`config.mk`:
```
export PLATFORM = sky130hd
export DESIGN_NAME = circuit_sequencer_flat
export DESIGN_NICKNAME = d
export VERILOG_FILES = /design/src/rtl/circuit_sequencer_if.sv /design/src/rtl/circuit_sequencer.sv /design/src/flat_wrapper.sv
export SDC_FILE = /design/constraint.sdc
export NUM_CORES = 1
export LEC_CHECK = 0
export BUFFER_PORTS_ARGS = -buffer_cell sky130_fd_sc_hd__buf_2
export CORE_AREA = 3 3 607 609
export DETAILED_ROUTE_END_ITERATION = 12
export DIE_AREA = 0 0 610 612
export PLACE_DENSITY = 0.3
export SLEW_MARGIN = 20
export SYNTH_ARGS = -nofsm -noshare
export SYNTH_HDL_FRONTEND = slang
export SYNTH_SLANG_ARGS = --single-unit
```
`constraint.sdc`:
```
create_clock -name clk -period 1.8 [get_ports clk]
set_input_delay 0.09 -clock clk [delete_from_list [all_inputs] [get_ports clk]]
set_output_delay 0.09 -clock clk [all_outputs]
set_load 0.02 [all_outputs]
```
`src/rtl/circuit_sequencer_if.sv`:
```
// ---------------------------------------------------------------------------
// circuit_sequencer_if
// Bundles every non-clock/reset signal of the circuit sequencer.
//
// Vector layout   : [2*D-1:0][N-1:0], element k real part at index 2k,
//                   imaginary part at index 2k+1 (Q15 sign-magnitude).
// Matrix layout   : [2*D*D-1:0][N-1:0], entry (row r, col c) real part at
//                   index 2*(r*D+c), imaginary part at index 2*(r*D+c)+1.
//
// Signals:
//   start        host -> seq   one-cycle run request (honoured in IDLE only)
//   num_gates    host -> seq   gate count K, sampled with start
//   init_vector  host -> seq   initial state vector, sampled with start
//   gate_addr    seq  -> mem   gate-memory read address
//   gate_matrix  mem  -> seq   read data, valid one cycle after gate_addr
//   mm_matrix    seq  -> mm    matrix operand of the matmul
//   mm_i_vector  seq  -> mm    vector operand of the matmul
//   mm_o_vector  mm   -> seq   combinational matmul result
//   mm_ovr       mm   -> seq   OR of the matmul overflow flags
//   busy         seq  -> host  high in every state except IDLE
//   done         seq  -> host  one-cycle completion pulse
//   o_vector     seq  -> host  final state vector
//   ovr_flag     seq  -> host  sticky overflow of the current/last run
//
// master = environment (host, gate memory, matmul); slave = sequencer.
// ---------------------------------------------------------------------------
interface circuit_sequencer_if #(
    parameter int N         = 16,
    parameter int D         = 4,
    parameter int MAX_GATES = 8
);
    localparam int GW = $clog2(MAX_GATES);
    localparam int CW = $clog2(MAX_GATES + 1);

    logic                        start;
    logic [CW-1:0]               num_gates;
    logic [2*D-1:0][N-1:0]       init_vector;
    logic [GW-1:0]               gate_addr;
    logic [2*D*D-1:0][N-1:0]     gate_matrix;
    logic [2*D*D-1:0][N-1:0]     mm_matrix;
    logic [2*D-1:0][N-1:0]       mm_i_vector;
    logic [2*D-1:0][N-1:0]       mm_o_vector;
    logic                        mm_ovr;
    logic                        busy;
    logic                        done;
    logic [2*D-1:0][N-1:0]       o_vector;
    logic                        ovr_flag;

    modport master (
        output start, num_gates, init_vector, gate_matrix, mm_o_vector, mm_ovr,
        input  gate_addr, mm_matrix, mm_i_vector, busy, done, o_vector, ovr_flag
    );

    modport slave (
        input  start, num_gates, init_vector, gate_matrix, mm_o_vector, mm_ovr,
        output gate_addr, mm_matrix, mm_i_vector, busy, done, o_vector, ovr_flag
    );
endinterface

```
`src/rtl/circuit_sequencer.sv`:
```
// ---------------------------------------------------------------------------
// circuit_sequencer
// Applies a list of K two-qubit gates (read from an external gate memory)
// to a state vector, one gate at a time, through an external combinational
// matmul. Gate 0 is applied first, so the result is G[K-1]*...*G[0]*init.
// Each gate costs three cycles (FETCH, CAPTURE, APPLY); a run with start at
// cycle 0 pulses done at cycle 3*Keff+1, Keff = min(num_gates, MAX_GATES).
//
// Ports:
//   clk  - clock, all state updates on the rising edge
//   rst  - synchronous active-high reset, priority over everything
//   bus  - circuit_sequencer_if.slave (handshake, gate memory, matmul,
//          result and status signals)
// ---------------------------------------------------------------------------
module circuit_sequencer #(
    parameter int N         = 16,
    parameter int D         = 4,
    parameter int MAX_GATES = 8
) (
    input  logic                  clk,
    input  logic                  rst,
    circuit_sequencer_if.slave    bus
);
    localparam int GW = $clog2(MAX_GATES);
    localparam int CW = $clog2(MAX_GATES + 1);
    localparam int VW = 2 * D;
    localparam int MW = 2 * D * D;
    localparam logic [CW-1:0] MAXG_C = CW'(MAX_GATES);

    typedef enum logic [2:0] {
        S_IDLE,
        S_FETCH,
        S_CAPTURE,
        S_APPLY,
        S_DONE
    } state_t;

    state_t                r_state;
    state_t                w_next;
    logic [GW-1:0]         r_g;
    logic [GW-1:0]         r_gate_addr;
    logic [CW-1:0]         r_keff;
    logic [VW-1:0][N-1:0]  r_vec;
    logic [MW-1:0][N-1:0]  r_mat;
    logic                  r_ovr;

    logic [CW-1:0]         w_keff;
    logic [CW-1:0]         w_g_inc;
    logic                  w_last;
    logic                  w_busy;
    logic                  w_done;

    // Clamp the requested gate count to the memory depth.
    assign w_keff  = (bus.num_gates > MAXG_C) ? MAXG_C : bus.num_gates;

    // g == Keff-1 expressed as g+1 == Keff so only the increment is needed.
    assign w_g_inc = CW'(r_g) + CW'(1);
    assign w_last  = (w_g_inc == r_keff);

    always_ff @(posedge clk) begin
        if (rst) begin
            r_state <= S_IDLE;
        end else begin
            r_state <= w_next;
        end
    end

    always_comb begin
        w_next = r_state;
        w_busy = 1'b1;
        w_done = 1'b0;
        case (r_state)
            S_IDLE: begin
                w_busy = 1'b0;
                if (bus.start) begin
                    w_next = (w_keff != '0) ? S_FETCH : S_DONE;
                end
            end
            S_FETCH:   w_next = S_CAPTURE;
            S_CAPTURE: w_next = S_APPLY;
            S_APPLY:   w_next = w_last ? S_DONE : S_FETCH;
            S_DONE: begin
                w_done = 1'b1;
                w_next = S_IDLE;
            end
            default:   w_next = S_IDLE;
        endcase
    end

    // gate_addr is loaded on every transition into FETCH, so it equals g
    // during FETCH and keeps that value until the next fetch.
    always_ff @(posedge clk) begin
        if (rst) begin
            r_g         <= '0;
            r_gate_addr <= '0;
            r_keff      <= '0;
            r_vec       <= '0;
            r_mat       <= '0;
            r_ovr       <= 1'b0;
        end else begin
            case (r_state)
                S_IDLE: begin
                    if (bus.start) begin
                        r_vec  <= bus.init_vector;
                        r_g    <= '0;
                        r_ovr  <= 1'b0;
                        r_keff <= w_keff;
                        if (w_keff != '0) begin
                            r_gate_addr <= '0;
                        end
                    end
                end
                S_CAPTURE: begin
                    r_mat <= bus.gate_matrix;
                end
                S_APPLY: begin
                    r_vec <= bus.mm_o_vector;
                    r_ovr <= r_ovr | bus.mm_ovr;
                    if (!w_last) begin
                        r_g         <= r_g + GW'(1);
                        r_gate_addr <= r_g + GW'(1);
                    end
                end
                default: ;
            endcase
        end
    end

    assign bus.gate_addr   = r_gate_addr;
    assign bus.mm_matrix   = r_mat;
    assign bus.mm_i_vector = r_vec;
    assign bus.o_vector    = r_vec;
    assign bus.busy        = w_busy;
    assign bus.done        = w_done;
    assign bus.ovr_flag    = r_ovr;

endmodule

```
`src/flat_wrapper.sv`:
```
// flat-port wrapper written by rule: the top's interface ports become plain ports
module circuit_sequencer_flat 
#(
    parameter int N         = 16,
    parameter int D         = 4,
    parameter int MAX_GATES = 8
)
  (clk, rst, bus_start, bus_num_gates, bus_init_vector, bus_gate_matrix, bus_mm_o_vector, bus_mm_ovr, bus_gate_addr, bus_mm_matrix, bus_mm_i_vector, bus_busy, bus_done, bus_o_vector, bus_ovr_flag);
  circuit_sequencer_if #(.N(N), .D(D), .MAX_GATES(MAX_GATES)) bus_i ();
  input  logic clk;
  input  logic rst;
  input wire logic [$bits(bus_i.start)-1:0] bus_start;
  input wire logic [$bits(bus_i.num_gates)-1:0] bus_num_gates;
  input wire logic [$bits(bus_i.init_vector)-1:0] bus_init_vector;
  input wire logic [$bits(bus_i.gate_matrix)-1:0] bus_gate_matrix;
  input wire logic [$bits(bus_i.mm_o_vector)-1:0] bus_mm_o_vector;
  input wire logic [$bits(bus_i.mm_ovr)-1:0] bus_mm_ovr;
  output wire logic [$bits(bus_i.gate_addr)-1:0] bus_gate_addr;
  output wire logic [$bits(bus_i.mm_matrix)-1:0] bus_mm_matrix;
  output wire logic [$bits(bus_i.mm_i_vector)-1:0] bus_mm_i_vector;
  output wire logic [$bits(bus_i.busy)-1:0] bus_busy;
  output wire logic [$bits(bus_i.done)-1:0] bus_done;
  output wire logic [$bits(bus_i.o_vector)-1:0] bus_o_vector;
  output wire logic [$bits(bus_i.ovr_flag)-1:0] bus_ovr_flag;
  assign bus_i.start = bus_start;
  assign bus_i.num_gates = bus_num_gates;
  assign bus_i.init_vector = bus_init_vector;
  assign bus_i.gate_matrix = bus_gate_matrix;
  assign bus_i.mm_o_vector = bus_mm_o_vector;
  assign bus_i.mm_ovr = bus_mm_ovr;
  assign bus_gate_addr = bus_i.gate_addr;
  assign bus_mm_matrix = bus_i.mm_matrix;
  assign bus_mm_i_vector = bus_i.mm_i_vector;
  assign bus_busy = bus_i.busy;
  assign bus_done = bus_i.done;
  assign bus_o_vector = bus_i.o_vector;
  assign bus_ovr_flag = bus_i.ovr_flag;
  circuit_sequencer #(.N(N), .D(D), .MAX_GATES(MAX_GATES)) u_core (.clk(clk), .rst(rst), .bus(bus_i));
endmodule
```
==> out/qor.txt, run 1 <==
status - finished with violations
failing checks - setup timing
most frequent cells in the layout - 1536 x buf_2, 1287 x nand2_1, 926 x dlygate4sd3_1, 641 x dfxtp_1, 520 x a21oi_1
gr busiest metal - met2
crit path launch type - register
IO Pins - 1550
Routed WL per cell - 26.7 um
fin area - 51800 um2
largest net degree at the start of global routing - 86
#FFs+latches synth - 654
Hold Path Sink - u_core.bus.mm_matrix[25]
die height - 612 um
Placer Congestion - 0.914
vias in the first global route - 33100
GR Layer Usage met3 - 0.0771
Fin. Hold Viols - 0
Hold Crit Class - primary input to register
Die X - 610 um
CP max FO - 5
RSZ-0062 raised after global routing - true
Synthesized Nets - 3927
Tmin final - 1.87 ns
xor/xnor share of the synthesized area - 0.00201
Hold Path Cell Cnt - 4
multiplexer share of the synthesized area - 0
worst slew pin tran - 0.502 ns
Critical R2R Capture - u_core.bus.gate_addr[2]
first-pass GRT wire length - 348000 um
Clk Latency, worst-skew pair - 0.83 ns
fmax - 0.536 GHz
GRT met2 Usage - 0.229
layout cells sized above 1 - 0.356
min-delay src - bus_gate_matrix[25]
worst endpoint data arrival time - 1.78 ns
Setup-failing EPs final - 2
slowest stage delay, CP - 0.36 ns
Largest delay share family, worst path - buffers and inverters
max-cap violation count - 0
area grow syn2layout - 103%
M1 GR Usage - 0.159
Final WS setup - -0.0663 ns
CP max stage cell - dfxtp_4
initial antenna violation count - 152
commonest non-fill, non-tap cell in the layout - buf_2
Netlist Area Pre-Place - 25500 um2
core area - 363000 um2
CP dominant cell by count - buf_6
row cnt - 221
CTS buffer count - 99
clock buffer depth - 4
Max-slew headroom - 0.665
Mapped Cells - 3150
part of the cycle the worst path needs - 1.04
post-synth top area share - 0.514
Compound-Gate Fraction of Synth Area - 0.167
synth unique cells - 43
Cell Chain, Critical Path - buf_6 -> nor3_4 -> inv_2 -> buf_6 -> buf_6
total global-route track usage - 0.142
Antenna Nets Post-Route - 0
Seq/Total Area, Yosys - 0.514
initial DRC count - 2286
CTS sink count - 654
register clock-pin slew on the reported worst setup and hold paths - 0.06 ns
Crit Path Class - register to primary output
Post-DP Area - 38500 um2
full die area - 373000 um2
GRT Residual Overflow - 0
vias - 33000
post-synthesis adder-cell area fraction - 0.000491
WP buf/inv - 4
Post-Synth Simple-Gate Area - 0.218
fin. max-slew vios - 0
CP required - 1.71 ns
nets@finish - 6320
starting density of the core - 0.0702
pwr dens - 1090 nW/um2
Clock Skews - 0.0533 ns
largest family of logic cells by synthesized area - simple AND/OR/NAND/NOR gates
final wirelength - 279000 um
TritonCTS clock tree - built
Lkg Pwr - 21.7 nW
CTS Root Cell - clkbuf_16
Vias/cell - 3.15
Final HPWL DP - 241000 um
Worst VDD drop - 0.587 mV
worst r2r path cells - 6
R2R Setup Slk - 0 ns
Total Power - 0.0562 W
PortBufs - 1549
area leader, netlist - dfxtp_1
pre-CTS setup slack - -0.159 ns
Yosys warning count - 0
Mapped Avg Cell Area - 8.08 um2
synth top area cells - dfxtp_1 51%, nand2_1 19%, a21oi_1 10%, buf_4 4.0%, a311oi_2 3.8%
CP Capture Type - primary output
DRT Pass-1 Iters - 5
RR Startpoint - u_core.r_g[0]
CTS H-tree depth - 3
DRC viols - 0
==> tightest hold or removal path, cell delays in order <==
cell,delay (ns)
dlygate4sd3_1,0.55
buf_2,0.13
nand2_1,0.06
a21oi_1,0.05
==> area by class of cell <==
| cell class | count | area [um2] |
|---|---|---|
| multi-input cells | 2119 | 9960 |
| flip-flops and latches | 654 | 13100 |
| clock inverters | 35 | 472 |
| well taps | 4794 | 6000 |
| fillers | 41900 | 311000 |
| clock buffers | 140 | 2860 |
| repair buffers | 2665 | 19200 |
| inverters | 4 | 15.0 |
| diodes | 60 | 150 |
==> cell usage after synthesis (all sizes together) <==
library cell,number
dfxtp,654
clkbuf,96
xor2,3
or3b,1
nor2,137
or4,1
a31oi,3
and3,1
and4b,1
a21o,1
ha,1
nor4,1
o32ai,1
nand3b,4
nand2,1290
o21ai,3
xnor2,2
a21oi,521
nand3,2
a311oi,129
nor3b,2
o21bai,1
a22o,3
or3,2
inv,4
buf,277
and2,2
a21bo,1
nand4b,1
nor3,4
a32oi,1
==> state kept, by name, indices dropped and copies added, names as in the netlist <==
signal / cells
u_core.bus.gate_addr: 3
u_core.bus.mm_matrix: 512
u_core.r_state: 3
u_core.bus.mm_i_vector: 128
u_core.r_g: 3
u_core.r_keff: 4
u_core.bus.ovr_flag: 1
==> per-layer routing <==
metal / vias up / wire [um]
li1: 15100 / -
met2: 1489 / 126000
met3: 393 / 35800
met5: - / 244
met4: 40 / 9720
met1: 16000 / 107000
==> power by group <==
part	internal [W]	total (W)	switching, W	leakage (nW)
clock	0.0123	0.0205	0.00815	1.64
sequential	0.0162	0.0176	0.00145	5.34
combinational	0.00595	0.0181	0.0121	14.7
==> cells by family after synthesis <==
kind of cell / after synthesis
adder cells (fa/ha/maj): 1
buffers and inverters: 377
AO/OA/AOI/OAI: 664
XOR/XNOR: 5
flip-flops: 654
AND/OR/NAND/NOR: 1449
==> metrics by stage <==
step / hold WS (ns) / cells / util / TNS (ns)
after global routing: 0.0461 / 10400 / 0.142 / -0.394
after detailed placement: 0.336 / 9296 / 0.106 / -14.29
after CTS: 0.000495 / 10400 / 0.142 / -0.187
after floorplan: 0.226 / 3150 / - / 0
final: 0.101 / 10500 / 0.143 / -0.0669
after global placement: 0.333 / 9296 / 0.106 / -8.52
==> repair_timing <==
item	CTS	global route
pin swaps	5	6
gates cloned	2	4
setup endpoints to repair	192	268
hold buffers	926	0
endpoints found under the hold margin	649	0
gates resized for setup	45	24
buffers inserted	6	4
==> how the worst max path moves through the flow <==
stage | slack [ns] | start | end | cells after the start
floorplan | 0.03 | u_core.r_g[1] | u_core.bus.gate_addr[0] | 6
global placement | -0.13 | u_core.r_state[0] | u_core.bus.mm_matrix[399] | 5
detailed placement | -0.16 | u_core.r_state[0] | u_core.bus.mm_matrix[356] | 5
CTS | -0.16 | u_core.r_state[1] | bus_busy | 5
global route | -0.16 | u_core.r_state[1] | bus_busy | 5
finish | -0.07 | u_core.r_state[1] | bus_busy | 5
Note: power is estimated with default switching activity, not from simulation.
==> run 2: changes to the inputs <==
--- a/config.mk
+++ b/config.mk
@@ -6,9 +6,10 @@
 export NUM_CORES = 1
 export LEC_CHECK = 0
 export BUFFER_PORTS_ARGS = -buffer_cell sky130_fd_sc_hd__buf_2
-export CORE_AREA = 3 3 607 609
+export CORE_AREA = 5 5 609 611
 export DETAILED_ROUTE_END_ITERATION = 12
-export DIE_AREA = 0 0 610 612
+export DIE_AREA = 0 0 614 616
+export GPL_TIMING_DRIVEN = 0
 export PLACE_DENSITY = 0.3
 export SLEW_MARGIN = 20
 export SYNTH_ARGS = -nofsm -noshare
==> run 2 against run 1 <==
Effect of this change: via count is 5.8% higher; the run still ends with setup timing left; non-clock buffer count is 235 higher; die area is 1.3% higher; sequential power is 4% higher; routed wire length is 11% higher.
==> out/qor.txt, run 2 (synthesis results as in run 1) <==
PortBufs - 1548
starting density of the core - 0.0699
RSZ-0062 raised after global routing - true
DRT Pass-1 Iters - 5
worst endpoint data arrival time - 2.55 ns
total global-route track usage - 0.154
combinational cell fraction of total power - 0.376
Setup-failing EPs final - 353
Final WS setup - -0.125 ns
first-pass GRT wire length - 378000 um
CTS sink count - 654
Crit Path Class - register to register
core area - 364000 um2
Net Sw Frac - 0.401
register clock-pin slew on the reported worst setup and hold paths - 0.06 ns
area grow syn2layout - 122%
CP required - 2.42 ns
Tmin final - 1.93 ns
Routed WL per cell - 29.0 um
fin. max-slew vios - 0
largest net degree at the start of global routing - 14
layout cells sized above 1 - 0.456
Die X - 614 um
setup TNS - -17.55 ns
hold slack - 0.0913 ns
CP Capture Type - register
Util after Layout - 0.155
CP max FO - 8
pwr dens - 1060 nW/um2
vias in the first global route - 34900
clock buffer depth - 4
CTS H-tree depth - 3
CTS buffer count - 96
Vias/cell - 3.26
full die area - 378000 um2
Antenna Nets Post-Route - 0
nets@finish - 6552
status - finished with violations
part of the cycle the worst path needs - 1.07
Hold Crit Class - primary input to register
GRT Residual Overflow - 0
fmax - 0.519 GHz
worst slew pin tran - 1.15 ns
max FFs per register - 512
most frequent cells in the layout - 1557 x buf_2, 1002 x nand2_1, 889 x dlygate4sd3_1, 625 x dfxtp_1, 353 x a21oi_1
Placer Congestion - 0.971
vias - 34900
Psw - 0.0239 W
Clk Latency, worst-skew pair - 0.83 ns
final wirelength - 310000 um
Worst VDD drop - 0.623 mV
TritonCTS clock tree - built
initial antenna violation count - 133
fin area - 56400 um2
crit path launch type - register
Clock Skews - 0.0362 ns
clock network power share - 0.317
row cnt - 222
Lkg Pwr - 24.0 nW
max-cap violation count - 0
cell-internal power - 0.0357 W
CTS Root Cell - clkbuf_16
die height - 616 um
Post-DP Area - 39300 um2
failing checks - setup timing
commonest non-fill, non-tap cell in the layout - buf_2
DRC viols - 0
Final HPWL DP - 268000 um
initial DRC count - 2498
IO Pins - 1550
Fin. Hold Viols - 0
Total Power - 0.0595 W
Max-slew headroom - 0.235
sequential share of power - 0.307
run 2: stage by stage:
step / std cells / setup WS (ns)
3_5_place_dp: 9516 / -1.36
4_1_cts: 10600 / -0.180
5_1_grt: 10700 / -0.158
6_report: 10700 / -0.125
2_1_floorplan: 3150 / 0.0269
3_3_place_gp: 9514 / -1.93
run 2: critical path, stage by stage (launching register included):
cell	delay, ns
dfxtp_2	0.31
buf_6	0.13
or3b_4	0.43
buf_12	0.17
buf_16	0.16
buf_16	0.19
buf_12	0.18
nand2_4	0.05
a21oi_2	0.04
run 2: timing repair:
| item | in CTS | in global routing |
|---|---|---|
| gates resized for setup | 469 | 586 |
| cloned | 23 | 26 |
| pin swaps | 183 | 203 |
| hold buffers | 889 | 1 |
| endpoints found under the hold margin | 652 | 3 |
| setup buffers | 30 | 18 |
| setup endpoints to repair | 743 | 677 |
run 2: path summary, 6_finish.rpt:
path | start | to | slack [ns] | depth (start not counted)
setup / recovery | u_core.r_state[2] | u_core.bus.mm_matrix[501] | -0.13 | 8
hold / removal | bus_gate_matrix[294] | u_core.bus.mm_matrix[294] | 0.09 | 4
setup reg to reg | u_core.r_state[2] | u_core.bus.mm_matrix[501] | -0.13 | 8
hold reg to reg | u_core.bus.mm_matrix[71] | u_core.bus.mm_matrix[71] | 0.45 | 2
run 2: power by group through the flow:
| stage | registers [W] | logic [W] | clock network (W) |
|---|---|---|---|
| after floorplan | 0.0194 | 0.00618 | 0 |
| after global placement | 0.0183 | 0.0170 | 0 |
| after detailed placement | 0.0183 | 0.0170 | 0 |
| after CTS | 0.0181 | 0.0209 | 0.0196 |
| after global routing | 0.0184 | 0.0236 | 0.0200 |
| final | 0.0183 | 0.0224 | 0.0189 |
run 2: cell type report:
class                   count  area [um2]
multi-input cells        2119       12300
inverters                   4        15.0
diodes                     49         123
fillers                 41700      308000
well taps                4816        6030
plain buffers             367        3370
flip-flops and latches    654       13100
repair buffers           2533       18500
clock buffers             136        2770
clock inverters            26         238
run 2: routing by layer:
layer,vias to the layer above,global-route usage,routed length (um),share of wire
met5,-,0,133,0.00043
met4,20,0.0486,11600,0.037
met3,375,0.0740,38900,0.13
met2,1787,0.252,142000,0.46
met1,17200,0.174,117000,0.38
li1,15600,-,-,-
